$ cat config.mk
export PLATFORM = sky130hd
export DESIGN_NAME = agc_measure
export DESIGN_NICKNAME = d
export VERILOG_FILES = /design/src/rtl/agc_measure.sv
export SDC_FILE = /design/constraint.sdc
export NUM_CORES = 1
export LEC_CHECK = 0
export ABC_AREA = 1
export BUFFER_PORTS_ARGS = -buffer_cell sky130_fd_sc_hd__buf_4
export CORE_ASPECT_RATIO = 1.2
export CORE_MARGIN = 8
export CORE_UTILIZATION = 60
export CTS_CLUSTER_DIAMETER = 200
export CTS_CLUSTER_SIZE = 16
export DETAILED_ROUTE_END_ITERATION = 16
export GPL_ROUTABILITY_DRIVEN = 1
export PLACE_DENSITY = 0.9
export SLEW_MARGIN = 10
export SYNTH_ARGS = -nofsm -noshare
export SYNTH_HDL_FRONTEND = slang
export SYNTH_SLANG_ARGS = --single-unit
$ cat constraint.sdc
create_clock -name clk_i -period 3.7 [get_ports clk_i]
set_clock_uncertainty 0.15 [all_clocks]
set_input_delay 0.555 -clock clk_i [delete_from_list [all_inputs] [get_ports clk_i]]
set_output_delay 0.555 -clock clk_i [all_outputs]
set_load 0.02 [all_outputs]
$ cat src/rtl/agc_measure.sv
// AGC cycle sequencer and measurement stage: tick, accumulate window, settle, capture, serial sqrt.
// Optional macro AGC_MEASURE_AUTORESTART_EN chains cycles back-to-back while enable_i stays high.
module agc_measure #(
   parameter int SQ_BITS     = 24,
   parameter int PR_BITS     = 21,
   parameter int PERIOD_LOG2 = 17,
   parameter int SETTLE      = 2
) (
   input  logic               clk_i,
   input  logic               rst_i,
   input  logic               enable_i,
   input  logic               start_i,
   output logic               agc_tick_o,
   output logic               agc_ce_o,
   output logic               busy_o,
   input  logic [SQ_BITS-1:0] sq_accum_i,
   input  logic [PR_BITS-1:0] gt_accum_i,
   input  logic [PR_BITS-1:0] lt_accum_i,
   output logic [SQ_BITS/2-1:0] rms_o,
   output logic [PR_BITS-1:0] gt_o,
   output logic [PR_BITS-1:0] lt_o,
   output logic               valid_o
);

   localparam int HALF    = SQ_BITS / 2;
   localparam int AUX_MAX = (SETTLE > HALF) ? SETTLE : HALF;
   localparam int AUX_W   = $clog2(AUX_MAX + 1);

   typedef enum logic [2:0] {
      S_IDLE, S_TICK, S_ACCUM, S_SETTLE, S_CAPTURE, S_SQRT, S_DONE
   } state_t;

   state_t                 state_q, state_d;
   logic [PERIOD_LOG2-1:0] per_q, per_d;
   logic [AUX_W-1:0]       aux_q, aux_d;
   logic [SQ_BITS-1:0]     rad_q, rad_d;
   logic [HALF+1:0]        rem_q, rem_d;
   logic [HALF-1:0]        root_q, root_d;
   logic [HALF-1:0]        rms_q, rms_d;
   logic [PR_BITS-1:0]     gt_cap_q, gt_cap_d, lt_cap_q, lt_cap_d;
   logic [PR_BITS-1:0]     gt_q, gt_d, lt_q, lt_d;
   logic [HALF+3:0]        trial_lhs, trial_rhs, trial;
   logic                   trial_ok;
   logic [HALF-1:0]        root_next;
   logic                   tick, ce, valid;

   // Restoring step: bring down two radicand bits, try subtracting 4*root+1.
   assign trial_lhs = {rem_q, rad_q[SQ_BITS-1 -: 2]};
   assign trial_rhs = {2'b00, root_q, 2'b01};
   assign trial     = trial_lhs - trial_rhs;
   assign trial_ok  = (trial_lhs >= trial_rhs);
   assign root_next = {root_q[HALF-2:0], trial_ok};

   always_comb begin
      state_d  = state_q;
      per_d    = per_q;
      aux_d    = aux_q;
      rad_d    = rad_q;
      rem_d    = rem_q;
      root_d   = root_q;
      rms_d    = rms_q;
      gt_cap_d = gt_cap_q;
      lt_cap_d = lt_cap_q;
      gt_d     = gt_q;
      lt_d     = lt_q;
      tick     = 1'b0;
      ce       = 1'b0;
      valid    = 1'b0;
      case (state_q)
         S_IDLE: begin
            per_d = '0;
            aux_d = '0;
            if (start_i && enable_i) state_d = S_TICK;
         end
         S_TICK: begin
            tick    = 1'b1;
            state_d = S_ACCUM;
         end
         S_ACCUM: begin
            ce    = 1'b1;
            per_d = per_q + PERIOD_LOG2'(1);
            if (per_q == '1) state_d = (SETTLE == 0) ? S_CAPTURE : S_SETTLE;
         end
         S_SETTLE: begin
            aux_d = aux_q + AUX_W'(1);
            if (aux_q == AUX_W'(SETTLE - 1)) begin
               aux_d   = '0;
               state_d = S_CAPTURE;
            end
         end
         S_CAPTURE: begin
            rad_d    = sq_accum_i;
            rem_d    = '0;
            root_d   = '0;
            gt_cap_d = gt_accum_i;
            lt_cap_d = lt_accum_i;
            aux_d    = '0;
            state_d  = S_SQRT;
         end
         S_SQRT: begin
            rad_d  = rad_q << 2;
            root_d = root_next;
            rem_d  = trial_ok ? trial[HALF+1:0] : trial_lhs[HALF+1:0];
            aux_d  = aux_q + AUX_W'(1);
            if (aux_q == AUX_W'(HALF - 1)) state_d = S_DONE;
         end
         S_DONE: begin
            valid = 1'b1;
            aux_d = '0;
            per_d = '0;
`ifdef AGC_MEASURE_AUTORESTART_EN
            // The DONE cycle doubles as the tick of the next cycle.
            if (enable_i) begin
               tick    = 1'b1;
               state_d = S_ACCUM;
            end else begin
               state_d = S_IDLE;
            end
`else
            state_d = S_IDLE;
`endif
         end
         default: state_d = S_IDLE;
      endcase

      if (!enable_i && state_q != S_IDLE && state_q != S_DONE) state_d = S_IDLE;

      // Results publish together, only when a cycle actually reaches DONE.
      if (state_q == S_SQRT && state_d == S_DONE) begin
         rms_d = root_next;
         gt_d  = gt_cap_q;
         lt_d  = lt_cap_q;
      end
   end

   always_ff @(posedge clk_i) begin
      if (rst_i) begin
         state_q  <= S_IDLE;
         per_q    <= '0;
         aux_q    <= '0;
         rad_q    <= '0;
         rem_q    <= '0;
         root_q   <= '0;
         rms_q    <= '0;
         gt_cap_q <= '0;
         lt_cap_q <= '0;
         gt_q     <= '0;
         lt_q     <= '0;
      end else begin
         state_q  <= state_d;
         per_q    <= per_d;
         aux_q    <= aux_d;
         rad_q    <= rad_d;
         rem_q    <= rem_d;
         root_q   <= root_d;
         rms_q    <= rms_d;
         gt_cap_q <= gt_cap_d;
         lt_cap_q <= lt_cap_d;
         gt_q     <= gt_d;
         lt_q     <= lt_d;
      end
   end

   assign agc_tick_o = tick;
   assign agc_ce_o   = ce;
   assign valid_o    = valid;
   assign busy_o     = (state_q != S_IDLE);
   assign rms_o      = rms_q;
   assign gt_o       = gt_q;
   assign lt_o       = lt_q;

endmodule
==> flow_summary_export.csv, run 1 <==
group,metric,value,unit
status,outcome,"completed",
worst_setup_path,crit_required,3.90,ns
worst_setup_path,critical_path.startpoint_type,"register",
pwr,share_comb_of_total_power,4.1,%
final_layout,drive_gt1_share,17.8,%
worst_setup_path,worst_ep_arrival_time,3.16,ns
route,antenna_viol_nets_final,0,
cts,cts-resized-gates,0,
yosys,synth.most_common_cell,"sky130_fd_sc_hd__nand2_1",
floorplanning,core_area,0.0121,sq mm
pwr,total_switching_power,827,uW
yosys,synth-seq-cells,170,
placement,dp.final_hpwl,13.1,mm
route,post_drt_wl_per_cell,14.9,um
worst_setup_path,critPathKind,"reg -> reg",
route,first_pass_iters,5,
floorplanning,die-width,118,um
cts,clock_sink_count,170,
yosys,number_of_flops_mapped_to_enable_cells_by_yosys,0,
sta,worst_max_slew_pin_slew,0.879,ns
yosys,synth_top_area_share,45.5,%
worst_setup_path,timing.critical_path.buf_inv,3,
hold_path,min_from,"sq_accum_i[17]",
global_routing,globalRoute.totalOverflow,0,
final_layout,antenna-diode-count,0,
sta,timing.final.crit_period,2.96,ns
worst_setup_path,reg2reg_setup_slack,0.74,ns
pwr,fin_total_pwr,3.77,mW
route,route.final.wire_length,19.0,mm
yosys,synthCells,1001,
global_routing,grt_util_met3,6.76,%
route,drc_violations,0,
sta,final-hold-violation-count,0,
placement,preCtsSetupSlack,0.856,ns
global_routing,first_global_vias,6820,
sta,layout_worst_path_cycle_share,79.9,%
pwr,cellPowerDensity,417,mW/mm^2
worst_setup_path,timing.critical_path.cells,"nand3_4 > inv_4 > nand2_1 > nand4_2 > nand3_4 > inv_4 > buf_4 > o21ai_0 > a21oi_1",
sta,slew-limit-headroom,41.4,%
yosys,mappedNetlistArea,0.00748,sq mm
floorplanning,effective_utilization_at_floorplan,61.7,%
final_layout,finish.net_count,1191,
worst_setup_path,critPathMaxFanout,66,
yosys,synth.top_cells.by_count,"172 x sky130_fd_sc_hd__nand2_1, 170 x sky130_fd_sc_hd__dfxtp_1, 130 x sky130_fd_sc_hd__a21oi_1",
pwr,p_seq_share,48.8,%
placement,number_of_instances_in_the_placed_design,1245,
yosys,synth_async_reset_ratio,0,%
route,drt_first_iter_violations,616,
yosys,synth_top_cells_by_area,"sky130_fd_sc_hd__dfxtp_1 46%, sky130_fd_sc_hd__a21oi_1 8.7%, sky130_fd_sc_hd__nand2_1 8.6%",
sta,grt_setup_unrepaired,"no",
worst_setup_path,cell_family_contributing_the_most_delay_on_the_critical_path,"buffers and inverters",
sta,slew_violations,0,
yosys,synth_nets,1089,
pwr,switching_share,21.9,%
worst_setup_path,slowest_delay,0.55,ns
final_layout,fin_cells,1276,
sta,postLayoutSetupSlackWorst,0.742,ns
pwr,clock_power_share,47.1,%
cts,tritoncts_clock_tree,"yes",
cts,post_cts_hold_buffer_count,0,
placement,globalplace.congestion,0.913,
sta,setup_violations,0,
cts,number_of_buffers_created_by_cts,17,
yosys,commonest_register_cell_after_synthesis,"sky130_fd_sc_hd__dfxtp_1",
global_routing,grt-busiest-layer,"met2",
global_routing,first_pass_grt_wire_length,31.9,mm
global_routing,grt_max_degree,104,
route,routed_via_density,5.47,
sta,max_clock_freq,338,MHz
cts,cts-root-buf,"sky130_fd_sc_hd__clkbuf_16",
global_routing,gr-usage-met1,26.4,%
cts,worstSkewPairLatency,0.43,ns
pwr,internal_power,2.94,mW
floorplanning,dieArea,0.0163,sq mm
yosys,post_synth_num_cell_types,39,
yosys,ys_seq_area_share,45.5,%
cts,cts_buffer_depth,2,
worst_setup_path,slowest_stage,"sky130_fd_sc_hd__dfxtp_1",
worst_setup_path,r2r-start,"state_q[2]",
worst_setup_path,critical_path.startpoint,"state_q[2]",
hold_path,min_delay_path_class,"in -> reg",
yosys,synth_largest_area_cell,"sky130_fd_sc_hd__dfxtp_1",
sta,final.setup.tns,0,ns
worst_setup_path,setup.worst_path.end_class,"register",
placement,io_buffer_count,127,
floorplanning,fp.dieH,138,um
floorplanning,io_pins,128,
flow_run,maxCapViolCount,0,
global_routing,met2_routing_resource_usage_after_global_routing,38.6,%
final_layout,flow.area_growth_from_synthesis,20.8,%
pwr,static_leakage_power,3.92,nW
pwr,peak_supply_drop,390,uV
cts,cts-htree-levels,4,
floorplanning,std_cell_rows,44,
cts,cts_setup_buffers,0,
cts,cts.clk_slew.worst_paths,0.07,ns
final_layout,final_util,74.6,%
yosys,post_synthesis_area_per_instance,7.47,sq um
global_routing,grtUsageTotal,23.3,%
route,vias,6979,
global_routing,grt_antenna_before_repair,0,
yosys,synth.yosys.warnings,0,
final_layout,fill_cells,907,
placed cells by master (no fill, tap or decap), types with 17 or more instances in the layout:
cell                        instances
sky130_fd_sc_hd__buf_4            135
sky130_fd_sc_hd__nand2_1          171
sky130_fd_sc_hd__o21ai_0           86
sky130_fd_sc_hd__nand3_1           47
sky130_fd_sc_hd__nor2_1            90
sky130_fd_sc_hd__ha_1              18
sky130_fd_sc_hd__dfxtp_1          170
sky130_fd_sc_hd__clkbuf_16         17
sky130_fd_sc_hd__o221ai_1          20
sky130_fd_sc_hd__inv_1            121
sky130_fd_sc_hd__o21ai_1           19
sky130_fd_sc_hd__a21oi_1          130
per-layer routing:
metal | share of wire [%] | up-vias
met5 | 0 | -
li1 | - | 3495
met3 | 6.6 | 53
met4 | 3.8 | 0
met2 | 49 | 251
met1 | 41 | 3180
through the flow:
step	hold WS, ns	cell area, sq um
finish	0.191	9030
floorplan	0.271	7480
global placement	0.279	8440
detailed placement	0.287	8440
global route	0.191	9030
CTS	0.188	9030
registers in the layout, summed over array words and instances, names as in the netlist:
register / cells
state_q: 3
root_q: 12
per_q: 17
lt_o: 21
rad_q: 24
gt_o: 21
rms_o: 12
rem_q: 14
gt_cap_q: 21
aux_q: 4
lt_cap_q: 21
power groups by stage:
stage	clock network (mW)	logic [mW]	registers, mW
after floorplan	0	0.0741	1.88
after global placement	0	0.150	1.88
after detailed placement	0	0.153	1.88
after CTS	1.78	0.154	1.84
after global routing	1.87	0.170	1.84
final	1.78	0.154	1.84
worst reg2reg max path, cell delays in order (launching register included):
cell and delay [ns]:
sky130_fd_sc_hd__dfxtp_1 0.55, sky130_fd_sc_hd__nand3_4 0.32, sky130_fd_sc_hd__inv_4 0.36, sky130_fd_sc_hd__nand2_1 0.11
sky130_fd_sc_hd__nand4_2 0.14, sky130_fd_sc_hd__nand3_4 0.12, sky130_fd_sc_hd__inv_4 0.46, sky130_fd_sc_hd__buf_4 0.34
sky130_fd_sc_hd__o21ai_0 0.13, sky130_fd_sc_hd__a21oi_1 0.19
cells by family after synthesis:
kind of cell / Yosys count / synth area share, %
XOR/XNOR: 5 / 0.586
flip-flops: 170 / 45.5
adder cells (fa/ha/maj): 18 / 3.01
AO/OA/AOI/OAI: 273 / 20.1
buffers and inverters: 180 / 9.89
AND/OR/NAND/NOR: 355 / 20.9
area by class of cell:
class | count | area [sq um] | area share, %
inverter | 128 | 485 | 5.37
multi-input combinational | 651 | 3340 | 36.9
tap | 161 | 201 | 2.23
timing repair buffer | 135 | 1010 | 11.2
clock inverter | 11 | 136 | 1.51
sequential | 170 | 3400 | 37.7
clock buffer | 20 | 457 | 5.06
worst paths after layout:
path	end	cells past startpoint
worst max-delay path	lt_o[4]	9
worst min register to register	per_q[4]	2
worst min-delay path	rad_q[17]	3
worst max register to register	lt_o[4]	9
(Power assumes the default switching activity.)
==> inputs of run 2 (changes only) <==
CORE_UTILIZATION = 51   (was 60)
PLACE_DENSITY = 0.82   (was 0.9)
clock period = 2.7 ns   (was 3.7 ns; I/O delays follow)
==> flow_summary_export.csv, run 2 (synthesized netlist as in run 1, its figures left out) <==
group,metric,value,unit
route,antenna_viol_nets_final,0,
final_layout,drive_gt1_share,18.4,%
sta,slew-limit-headroom,65.8,%
floorplanning,fp.dieH,149,um
placement,preCtsSetupSlack,0.424,ns
floorplanning,die-width,127,um
sta,final-hold-violation-count,0,
cts,cts_setup_buffers,0,
sta,timing.final.crit_period,2.34,ns
floorplanning,effective_utilization_at_floorplan,52.1,%
cts,post_cts_hold_buffer_count,0,
worst_setup_path,crit_required,2.91,ns
floorplanning,dieArea,0.0188,sq mm
global_routing,first_global_vias,6842,
global_routing,grtUsageTotal,20.4,%
route,post_drt_wl_per_cell,14.4,um
final_layout,flow.area_growth_from_synthesis,21.9,%
sta,setup_violations,0,
cts,cts.clk_slew.worst_paths,0.06,ns
cts,tritoncts_clock_tree,"yes",
cts,clock_sink_count,170,
sta,slew_violations,0,
sta,holdWs,0.0390,ns
sta,max_clock_freq,427,MHz
worst_setup_path,critPathMaxFanout,16,
pwr,static_leakage_power,3.95,nW
pwr,peak_supply_drop,432,uV
hold_path,min_delay_path_class,"in -> reg",
final_layout,antenna-diode-count,0,
route,routed_via_density,5.33,
floorplanning,std_cell_rows,48,
flow_run,maxCapViolCount,0,
placement,place_area,0.00856,sq mm
worst_setup_path,r2r.worst_path.cells,14,
route,route.final.wire_length,18.7,mm
worst_setup_path,setup.worst_path.end_class,"register",
global_routing,globalRoute.totalOverflow,0,
final_layout,final_cell_mix,"171 x sky130_fd_sc_hd__nand2_1, 170 x sky130_fd_sc_hd__dfxtp_1, 142 x sky130_fd_sc_hd__buf_4, 130 x sky130_fd_sc_hd__a21oi_1, 121 x sky130_fd_sc_hd__inv_1",
floorplanning,io_pins,128,
worst_setup_path,reg_to_reg_critical_path_endpoint,"rem_q[10]",
sta,grt_setup_unrepaired,"no",
cts,cts_buffer_depth,2,
hold_path,timing.hold.worst_path_depth,3,
hold_path,min_from,"sq_accum_i[20]",
worst_setup_path,critical_path.startpoint_type,"register",
sta,final.setup.tns,0,ns
global_routing,first_pass_grt_wire_length,31.7,mm
final_layout,mostFrequentLayoutCell,"sky130_fd_sc_hd__nand2_1",
final_layout,number_of_flip_flops_in_the_largest_register,24,
final_layout,finish.net_count,1200,
route,vias,6929,
worst_setup_path,worst_ep_arrival_time,2.56,ns
worst_setup_path,reg2reg_setup_slack,0.36,ns
route,drc_violations,0,
placement,io_buffer_count,127,
sta,postLayoutSetupSlackWorst,0.356,ns
placement,dp.final_hpwl,13.3,mm
sta,worst_max_slew_pin_slew,0.513,ns
cts,worstSkewPairLatency,0.43,ns
final_layout,final_design_area_no_fill,0.00911,sq mm
route,first_pass_iters,5,
global_routing,grt_antenna_before_repair,0,
pwr,cellPowerDensity,554,mW/mm^2
final_layout,regMostFlops,"rad_q",
route,drt_first_iter_violations,378,
placement,globalplace.congestion,0.940,
worst_setup_path,critPathKind,"reg -> reg",
sta,layout_worst_path_cycle_share,86.8,%
cts,cts-htree-levels,4,
hold_path,worstHoldEndpoint,"rad_q[20]",
global_routing,grt_max_degree,64,
cts,cts-root-buf,"sky130_fd_sc_hd__clkbuf_16",
floorplanning,core_area,0.0144,sq mm
worst_setup_path,r2r-start,"root_q[1]",
cts,number_of_buffers_created_by_cts,17,
cts,cts-resized-gates,0,
status,outcome,"completed",
[run 2: changes by cell type in the layout (fill, tap and decap cells not counted), sizes merged]
cell | previous run | this run
buf | 135 | 144
bufinv | 2 | 1
clkbuf | 20 | 22
clkinvlp | 1 | 3
inv | 131 | 129
[run 2: critical path: stages (launching register included)]
cell	delay (ns)
sky130_fd_sc_hd__dfxtp_1	0.36
sky130_fd_sc_hd__inv_1	0.07
sky130_fd_sc_hd__ha_1	0.39
sky130_fd_sc_hd__nand2_1	0.09
sky130_fd_sc_hd__nand2_1	0.09
sky130_fd_sc_hd__inv_1	0.04
sky130_fd_sc_hd__nand2_1	0.15
sky130_fd_sc_hd__nand2_1	0.11
sky130_fd_sc_hd__nand3_1	0.09
sky130_fd_sc_hd__nand2_1	0.08
sky130_fd_sc_hd__nand2_2	0.29
sky130_fd_sc_hd__nand2_1	0.12
sky130_fd_sc_hd__nand2_1	0.08
sky130_fd_sc_hd__nand2_1	0.04
sky130_fd_sc_hd__a21oi_1	0.11
[run 2: how the worst max path moves through the flow]
stage | start | end | slack (ns) | cells after the start
floorplan | root_q[9] | rem_q[0] | 0.68 | 11
global placement | root_q[1] | rem_q[10] | 0.46 | 14
detailed placement | root_q[1] | rem_q[10] | 0.42 | 14
CTS | root_q[1] | rem_q[10] | 0.37 | 14
global route | root_q[1] | rem_q[10] | 0.13 | 14
finish | root_q[1] | rem_q[10] | 0.36 | 14
[run 2: cell type report]
class                   instances  area (sq um)
flip-flops and latches        170          3400
fillers                      1258          5240
repair buffers                144          1110
well taps                     175           219
clock buffers                  22           464
inverters                     128           485
clock inverters                10          93.8
multi-input cells             651          3340
[run 2: where the power goes]
| group | internal [mW] | total [mW] | switching, mW |
|---|---|---|---|
| Combinational | 0.101 | 0.216 | 0.115 |
| Clock | 1.32 | 2.31 | 0.995 |
| Sequential | 2.51 | 2.52 | 0.00709 |
| Total | 3.93 | 5.05 | 1.12 |
[run 2: through the flow]
| stage | std cells | total power [mW] | util (%) |
|---|---|---|---|
| after floorplan | 1001 | 2.68 | - |
| after global placement | 1268 | 2.79 | 59.6 |
| after detailed placement | 1268 | 2.79 | 59.6 |
| after CTS | 1300 | 5.08 | 63.5 |
| after global routing | 1300 | 5.21 | 63.5 |
| final | 1300 | 5.05 | 63.5 |
[run 2: routing by layer]
layer | vias up | wire length (um) | part of all wire [%] | GRT usage, %
met5 | - | 0 | 0 | 0
met4 | 0 | 326 | 1.7 | 7.72
met3 | 30 | 1210 | 6.5 | 6.55
met2 | 172 | 9250 | 49 | 35.2
met1 | 3211 | 7930 | 42 | 23.0
li1 | 3516 | - | - | -
